**src/rtl/sweep_acq_parser.sv**
```systemverilog
// Receive-side framer for the sweep-acquisition word stream: forwards index-tagged data words,
// emits one summary per DAC step and flags protocol errors.
module sweep_acq_parser #(
  parameter int unsigned PACKAGE_WORDS  = 11,
  parameter logic [23:0] TIMEOUT_CYCLES = 24'd10_000_000
) (
  input  logic        Clk,
  input  logic        reset_n,
  input  logic [15:0] InData,
  input  logic        InData_en,
  output logic [15:0] PackageData,
  output logic        PackageData_en,
  output logic [3:0]  PackageWordIndex,
  output logic [9:0]  CurrentDAC,
  output logic [9:0]  SummaryDAC,
  output logic [15:0] SummaryCount,
  output logic        Summary_en,
  output logic        SweepActive,
  output logic        SweepDone,
  output logic [2:0]  ErrorCode,
  output logic        Error_en
);
  localparam logic [15:0] Header   = 16'h5341;
  localparam logic [15:0] Tail     = 16'hFF45;
  localparam logic [5:0]  ParamTag = 6'b110100;
  localparam logic [3:0]  LastIdx  = 4'(PACKAGE_WORDS - 1);

  typedef enum logic [1:0] {StIdle, StWaitParam, StPkgBoundary, StInPackage} state_e;

  state_e      state_q, state_d;
  logic [3:0]  idx_q, idx_d;
  logic [15:0] count_q, count_d;
  logic        sat_seen_q, sat_seen_d;
  logic [23:0] gap_q, gap_d;
  logic        pkg_done;
  logic        is_param;

  logic [15:0] pkg_data_q, pkg_data_d;
  logic        pkg_data_en_q, pkg_data_en_d;
  logic [3:0]  pkg_idx_q, pkg_idx_d;
  logic [9:0]  cur_dac_q, cur_dac_d;
  logic [9:0]  sum_dac_q, sum_dac_d;
  logic [15:0] sum_count_q, sum_count_d;
  logic        sum_en_q, sum_en_d;
  logic        active_q, active_d;
  logic        done_q, done_d;
  logic [2:0]  err_code_q, err_code_d;
  logic        err_en_q, err_en_d;

  assign is_param = (InData[15:10] == ParamTag);

  always_comb begin
    state_d       = state_q;
    idx_d         = idx_q;
    count_d       = count_q;
    sat_seen_d    = sat_seen_q;
    gap_d         = gap_q;
    pkg_done      = 1'b0;
    pkg_data_d    = pkg_data_q;
    pkg_data_en_d = 1'b0;
    pkg_idx_d     = pkg_idx_q;
    cur_dac_d     = cur_dac_q;
    sum_dac_d     = sum_dac_q;
    sum_count_d   = sum_count_q;
    sum_en_d      = 1'b0;
    active_d      = active_q;
    done_d        = 1'b0;
    err_code_d    = err_code_q;
    err_en_d      = 1'b0;

    if (InData_en) begin
      gap_d = '0;
      unique case (state_q)
        StIdle: begin
          if (InData == Header) begin
            state_d  = StWaitParam;
            active_d = 1'b1;
          end
        end
        StWaitParam: begin
          if (is_param) begin
            cur_dac_d  = InData[9:0];
            count_d    = '0;
            sat_seen_d = 1'b0;
            idx_d      = '0;
            state_d    = StPkgBoundary;
          end else begin
            err_code_d = 3'd1;
            err_en_d   = 1'b1;
            active_d   = 1'b0;
            state_d    = StIdle;
          end
        end
        StPkgBoundary: begin
          if (is_param || InData == Tail) begin
            sum_en_d    = 1'b1;
            sum_dac_d   = cur_dac_q;
            sum_count_d = count_q;
          end
          if (is_param) begin
            // 1023 -> 0 is not a valid successor, so the wrapped sum alone is not enough.
            if (cur_dac_q == 10'h3FF || InData[9:0] != cur_dac_q + 10'd1) begin
              err_code_d = 3'd2;
              err_en_d   = 1'b1;
            end
            cur_dac_d  = InData[9:0];
            count_d    = '0;
            sat_seen_d = 1'b0;
          end else if (InData == Tail) begin
            done_d   = 1'b1;
            active_d = 1'b0;
            state_d  = StIdle;
          end else begin
            pkg_data_d    = InData;
            pkg_data_en_d = 1'b1;
            pkg_idx_d     = '0;
            if (LastIdx == 4'd0) begin
              pkg_done = 1'b1;
            end else begin
              idx_d   = 4'd1;
              state_d = StInPackage;
            end
          end
        end
        StInPackage: begin
          pkg_data_d    = InData;
          pkg_data_en_d = 1'b1;
          pkg_idx_d     = idx_q;
          if (idx_q == LastIdx) begin
            pkg_done = 1'b1;
            idx_d    = '0;
            state_d  = StPkgBoundary;
          end else begin
            idx_d = idx_q + 4'd1;
          end
        end
        default: state_d = StIdle;
      endcase
    end else if (state_q != StIdle) begin
      if (gap_q == TIMEOUT_CYCLES - 24'd1) begin
        gap_d      = '0;
        idx_d      = '0;
        err_code_d = 3'd4;
        err_en_d   = 1'b1;
        active_d   = 1'b0;
        state_d    = StIdle;
      end else begin
        gap_d = gap_q + 24'd1;
      end
    end

    if (pkg_done) begin
      if (count_q == 16'hFFFF) begin
        if (!sat_seen_q) begin
          sat_seen_d = 1'b1;
          err_code_d = 3'd3;
          err_en_d   = 1'b1;
        end
      end else begin
        count_d = count_q + 16'd1;
      end
    end
  end

  always_ff @(posedge Clk) begin
    if (!reset_n) begin
      state_q       <= StIdle;
      idx_q         <= '0;
      count_q       <= '0;
      sat_seen_q    <= 1'b0;
      gap_q         <= '0;
      pkg_data_q    <= '0;
      pkg_data_en_q <= 1'b0;
      pkg_idx_q     <= '0;
      cur_dac_q     <= '0;
      sum_dac_q     <= '0;
      sum_count_q   <= '0;
      sum_en_q      <= 1'b0;
      active_q      <= 1'b0;
      done_q        <= 1'b0;
      err_code_q    <= '0;
      err_en_q      <= 1'b0;
    end else begin
      state_q       <= state_d;
      idx_q         <= idx_d;
      count_q       <= count_d;
      sat_seen_q    <= sat_seen_d;
      gap_q         <= gap_d;
      pkg_data_q    <= pkg_data_d;
      pkg_data_en_q <= pkg_data_en_d;
      pkg_idx_q     <= pkg_idx_d;
      cur_dac_q     <= cur_dac_d;
      sum_dac_q     <= sum_dac_d;
      sum_count_q   <= sum_count_d;
      sum_en_q      <= sum_en_d;
      active_q      <= active_d;
      done_q        <= done_d;
      err_code_q    <= err_code_d;
      err_en_q      <= err_en_d;
    end
  end

  assign PackageData      = pkg_data_q;
  assign PackageData_en   = pkg_data_en_q;
  assign PackageWordIndex = pkg_idx_q;
  assign CurrentDAC       = cur_dac_q;
  assign SummaryDAC       = sum_dac_q;
  assign SummaryCount     = sum_count_q;
  assign Summary_en       = sum_en_q;
  assign SweepActive      = active_q;
  assign SweepDone        = done_q;
  assign ErrorCode        = err_code_q;
  assign Error_en         = err_en_q;

endmodule

```
**config.mk**
```make
export PLATFORM = sky130hd
export DESIGN_NAME = sweep_acq_parser
export DESIGN_NICKNAME = d
export VERILOG_FILES = /design/src/rtl/sweep_acq_parser.sv
export SDC_FILE = /design/constraint.sdc
export NUM_CORES = 1
export LEC_CHECK = 0
export ABC_AREA = 1
export BUFFER_PORTS_ARGS = -buffer_cell sky130_fd_sc_hd__buf_2
export CAP_MARGIN = 20
export CORE_AREA = 2 2 112 114
export DETAILED_ROUTE_END_ITERATION = 16
export DIE_AREA = 0 0 114 116
export PLACE_DENSITY_LB_ADDON = 0.12
export SLEW_MARGIN = 10
export SYNTH_ARGS = -nofsm -noshare
export SYNTH_HDL_FRONTEND = slang
export SYNTH_SLANG_ARGS = --single-unit
export TNS_END_PERCENT = 100
```
**constraint.sdc**
```tcl
create_clock -name Clk -period 4.8 [get_ports Clk]
set_input_delay 0.96 -clock Clk [delete_from_list [all_inputs] [get_ports Clk]]
set_output_delay 0.96 -clock Clk [all_outputs]
set_load 0.1 [all_outputs]
```
==> impl_metrics.env <==
export IMPL_rsz0062_at_grt="no"
export IMPL_endpoint_kind="flip-flop"
export IMPL_io_buffers=82
export IMPL_antenna_found_initial=0
export IMPL_clk_path_buf_depth=2
export IMPL_fmax_ghz=0.383
export IMPL_dpl_worst_slack_ns=1.80
export IMPL_first_pass_iters=5
export IMPL_cts_root_buf="clkbuf_16"
export IMPL_overflow=0
export IMPL_period_needed_ns=2.61
export IMPL_whs_ns=0.446
export IMPL_syn_cell_area_sq_mm=0.00526
export IMPL_switching_share_pct=22.1
export IMPL_boundaryPins=83
export IMPL_dp_cells=952
export IMPL_p_int_uw=1340
export IMPL_yosysWarnings=0
export IMPL_wl_per_cell_um=13.5
export IMPL_tightest_slew_ns=0.845
export IMPL_post_route_period_util_pct=54.5
export IMPL_outcome="completed"
export IMPL_diodes=0
export IMPL_syn_nets=772
export IMPL_track_usage_pct=20.3
export IMPL_drive_above_1_share_pct=15.8
export IMPL_ir_worst_vdd_mv=0.142
export IMPL_clkPwrFrac_pct=43.3
export IMPL_finalNetCount=844
export IMPL_die_w_um=114
export IMPL_ff2ff_setup_slack_ns=2.36
export IMPL_start_util_pct=44.2
export IMPL_slew_headroom_pct=43.5
export IMPL_die_h_um=116
export IMPL_p_leak_uw=0.00260
export IMPL_totalWireLength_um=13100
export IMPL_drc_errors=0
export IMPL_setup_worst_path_start_class="input pin"
export IMPL_synth_seq_area_share_pct=42.2
export IMPL_seqPwrFrac_pct=53.4
export IMPL_cts_tree="yes"
export IMPL_grt_max_degree=59
export IMPL_antenna_left=0
export IMPL_path_clk_slew_ns=0.07
export IMPL_slew_violations=0
export IMPL_grt_pass1_wl_um=21700
export IMPL_power_switching_uw=381
export IMPL_syn2layout_area_growth_pct=15.4
export IMPL_hp_class="reg -> reg"
export IMPL_h_tree_depth=3
export IMPL_stdcell_count=968
export IMPL_synth_seq_cells=111
export IMPL_dieArea_sq_mm=0.0132
export IMPL_cts_setup_buffers=0
export IMPL_num_vias=4983
export IMPL_synthCells=744
export IMPL_grt_pass1_vias=4580
export IMPL_fin_setup_tns_ns=0
export IMPL_path_class="in -> reg"
export IMPL_drtIter0Drc=343
export IMPL_comb_power_share_pct=3.4
export IMPL_final_util_pct=51.0
export IMPL_arrival_ns=2.86
export IMPL_hpwl_um=9650
export IMPL_cap_violations=0
export IMPL_numClockSinks=111
export IMPL_cts_repair_resized=0
export IMPL_yosysUniqueCellTypes=36
export IMPL_cp_required_ns=5.05
export IMPL_core_region_area_sq_mm=0.0119
export IMPL_cp_max_fo=14
export IMPL_p_per_area_mw_per_mm2=284
export IMPL_worst_slack_ns=2.19
export IMPL_clock_latency_ns=0.36
export IMPL_hold_viol=0
export IMPL_num_rows=40
export IMPL_hold_buffers=0
export IMPL_viasPerCell=5.15
export IMPL_cts_buffers=9
export IMPL_setup_violations=0
export IMPL_globalplace_congestion=0.878
export IMPL_post_synth_cell_area_avg_sq_um=7.07
export IMPL_skew_ns=0.00733
==> power groups by stage <==
stage | Clock [uW] | Sequential [uW] | Combinational, uW
after floorplan | 0 | 942 | 32.8
after global placement | 0 | 942 | 57.1
after detailed placement | 0 | 942 | 57.6
after CTS | 769 | 920 | 58.1
after global routing | 800 | 920 | 64.7
final | 746 | 921 | 57.8
==> critical path, cell delays in order <==
cell      delay [ns]
buf_2           0.11
nor2_1          0.09
nand3b_1        0.09
inv_1           0.10
nand2_2         0.11
nor2_1          0.66
inv_1           0.40
a21oi_1         0.27
nor3_2          0.06
==> kinds of logic after synthesis <==
family,after synthesis,share of synthesized area [%]
AOI/OAI and AO/OA,155,15.2
xor gates and xnor gates,15,2.50
adders and majority gates,9,2.14
buffers and inverters,104,7.68
DFF,111,42.2
and+or+nand+nor,350,30.3
==> flip-flops by register name, indices dropped and copies added, names as in the netlist, 3 cells and up <==
name and flops:
CurrentDAC 10, ErrorCode 3, PackageData 16, PackageWordIndex 4, SummaryCount 16, SummaryDAC 10, count_q 16, gap_q 24
idx_q 4
==> area by class of cell <==
type                       count  area, sq um
clock buffer                   9          225
tap                          147          184
multi-input combinational    529         2640
sequential                   111         2220
timing repair buffer          85          433
fill                        1196         5840
clock inverter                 7         73.8
inverter                      80          300
==> stage by stage <==
step                      cell area (sq um)  power, uW
after floorplan                        5260        975
after global placement                 5780        999
after detailed placement               5780       1000
after CTS                              6070       1750
after global routing                   6070       1780
final                                  6070       1720
==> worst paths after layout <==
check | startpoint | to | cells past startpoint
max | InData[10] | count_q[2]$_SDFF_PN0_ | 9
min | gap_q[5]$_SDFFE_PP0N_ | gap_q[5]$_SDFFE_PP0N_ | 2
max reg2reg | state_q[0]$_SDFFE_PN0P_ | state_q[0]$_SDFFE_PN0P_ | 10
min reg2reg | gap_q[5]$_SDFFE_PP0N_ | gap_q[5]$_SDFFE_PP0N_ | 2
==> per-layer routing <==
metal  up-vias  wire, um  track usage, %
met5         -         0               0
met2       113      6000            33.4
li1       2587         -               -
met1      2262      6230            26.6
met3        21       547            2.98
met4         0       299            8.86
==> cell usage in the layout, fill, tap and decap left out, drive strengths merged <==
cell type    n
a21boi       1
a21oi       69
a31oi        3
and3         3
buf         85
bufinv       1
clkbuf       9
clkinv       5
clkinvlp     1
dfxtp      111
ha           9
inv         80
nand2      126
nand2b       1
nand3       48
nand3b       2
nand4       13
nor2       123
nor3        21
nor3b        4
nor4         8
o21a         2
o21ai       79
o311a        1
or2          1
xnor2       10
xor2         5
==> cells in the mapped netlist <==
| cell type | number | area, sq um |
|---|---|---|
| inv_2 | 4 | 15.0 |
| inv_1 | 76 | 285 |
| nor3_1 | 16 | 80.1 |
| nor2_2 | 5 | 31.3 |
| dfxtp_1 | 111 | 2220 |
| nand2_1 | 122 | 458 |
| buf_2 | 5 | 25.0 |
| nand2_4 | 1 | 11.3 |
| ha_1 | 9 | 113 |
| o21a_1 | 2 | 15.0 |
| nor3_2 | 5 | 50.1 |
| xnor2_1 | 10 | 87.6 |
| nand2b_1 | 1 | 6.26 |
| nor3b_2 | 2 | 25.0 |
| nand3_1 | 44 | 220 |
| nand4_1 | 13 | 81.3 |
| a21oi_2 | 2 | 17.5 |
| and3_1 | 3 | 18.8 |
| nand3_2 | 4 | 40.0 |
| nor4_1 | 7 | 43.8 |
| nor2_1 | 117 | 439 |
| a21oi_1 | 67 | 335 |
| o21ai_0 | 76 | 380 |
| o311a_1 | 1 | 10.0 |
| buf_6 | 1 | 11.3 |
| nor2_4 | 1 | 11.3 |
| nor4_4 | 1 | 21.3 |
| clkbuf_1 | 18 | 67.6 |
| xor2_1 | 5 | 43.8 |
| nand3b_1 | 2 | 15.0 |
| a31oi_1 | 3 | 18.8 |
| o21ai_1 | 3 | 15.0 |
| nand2_2 | 3 | 18.8 |
| a21boi_0 | 1 | 7.51 |
| nor3b_1 | 2 | 15.0 |
| or2_2 | 1 | 6.26 |
Power figures use the tool's default switching activity.
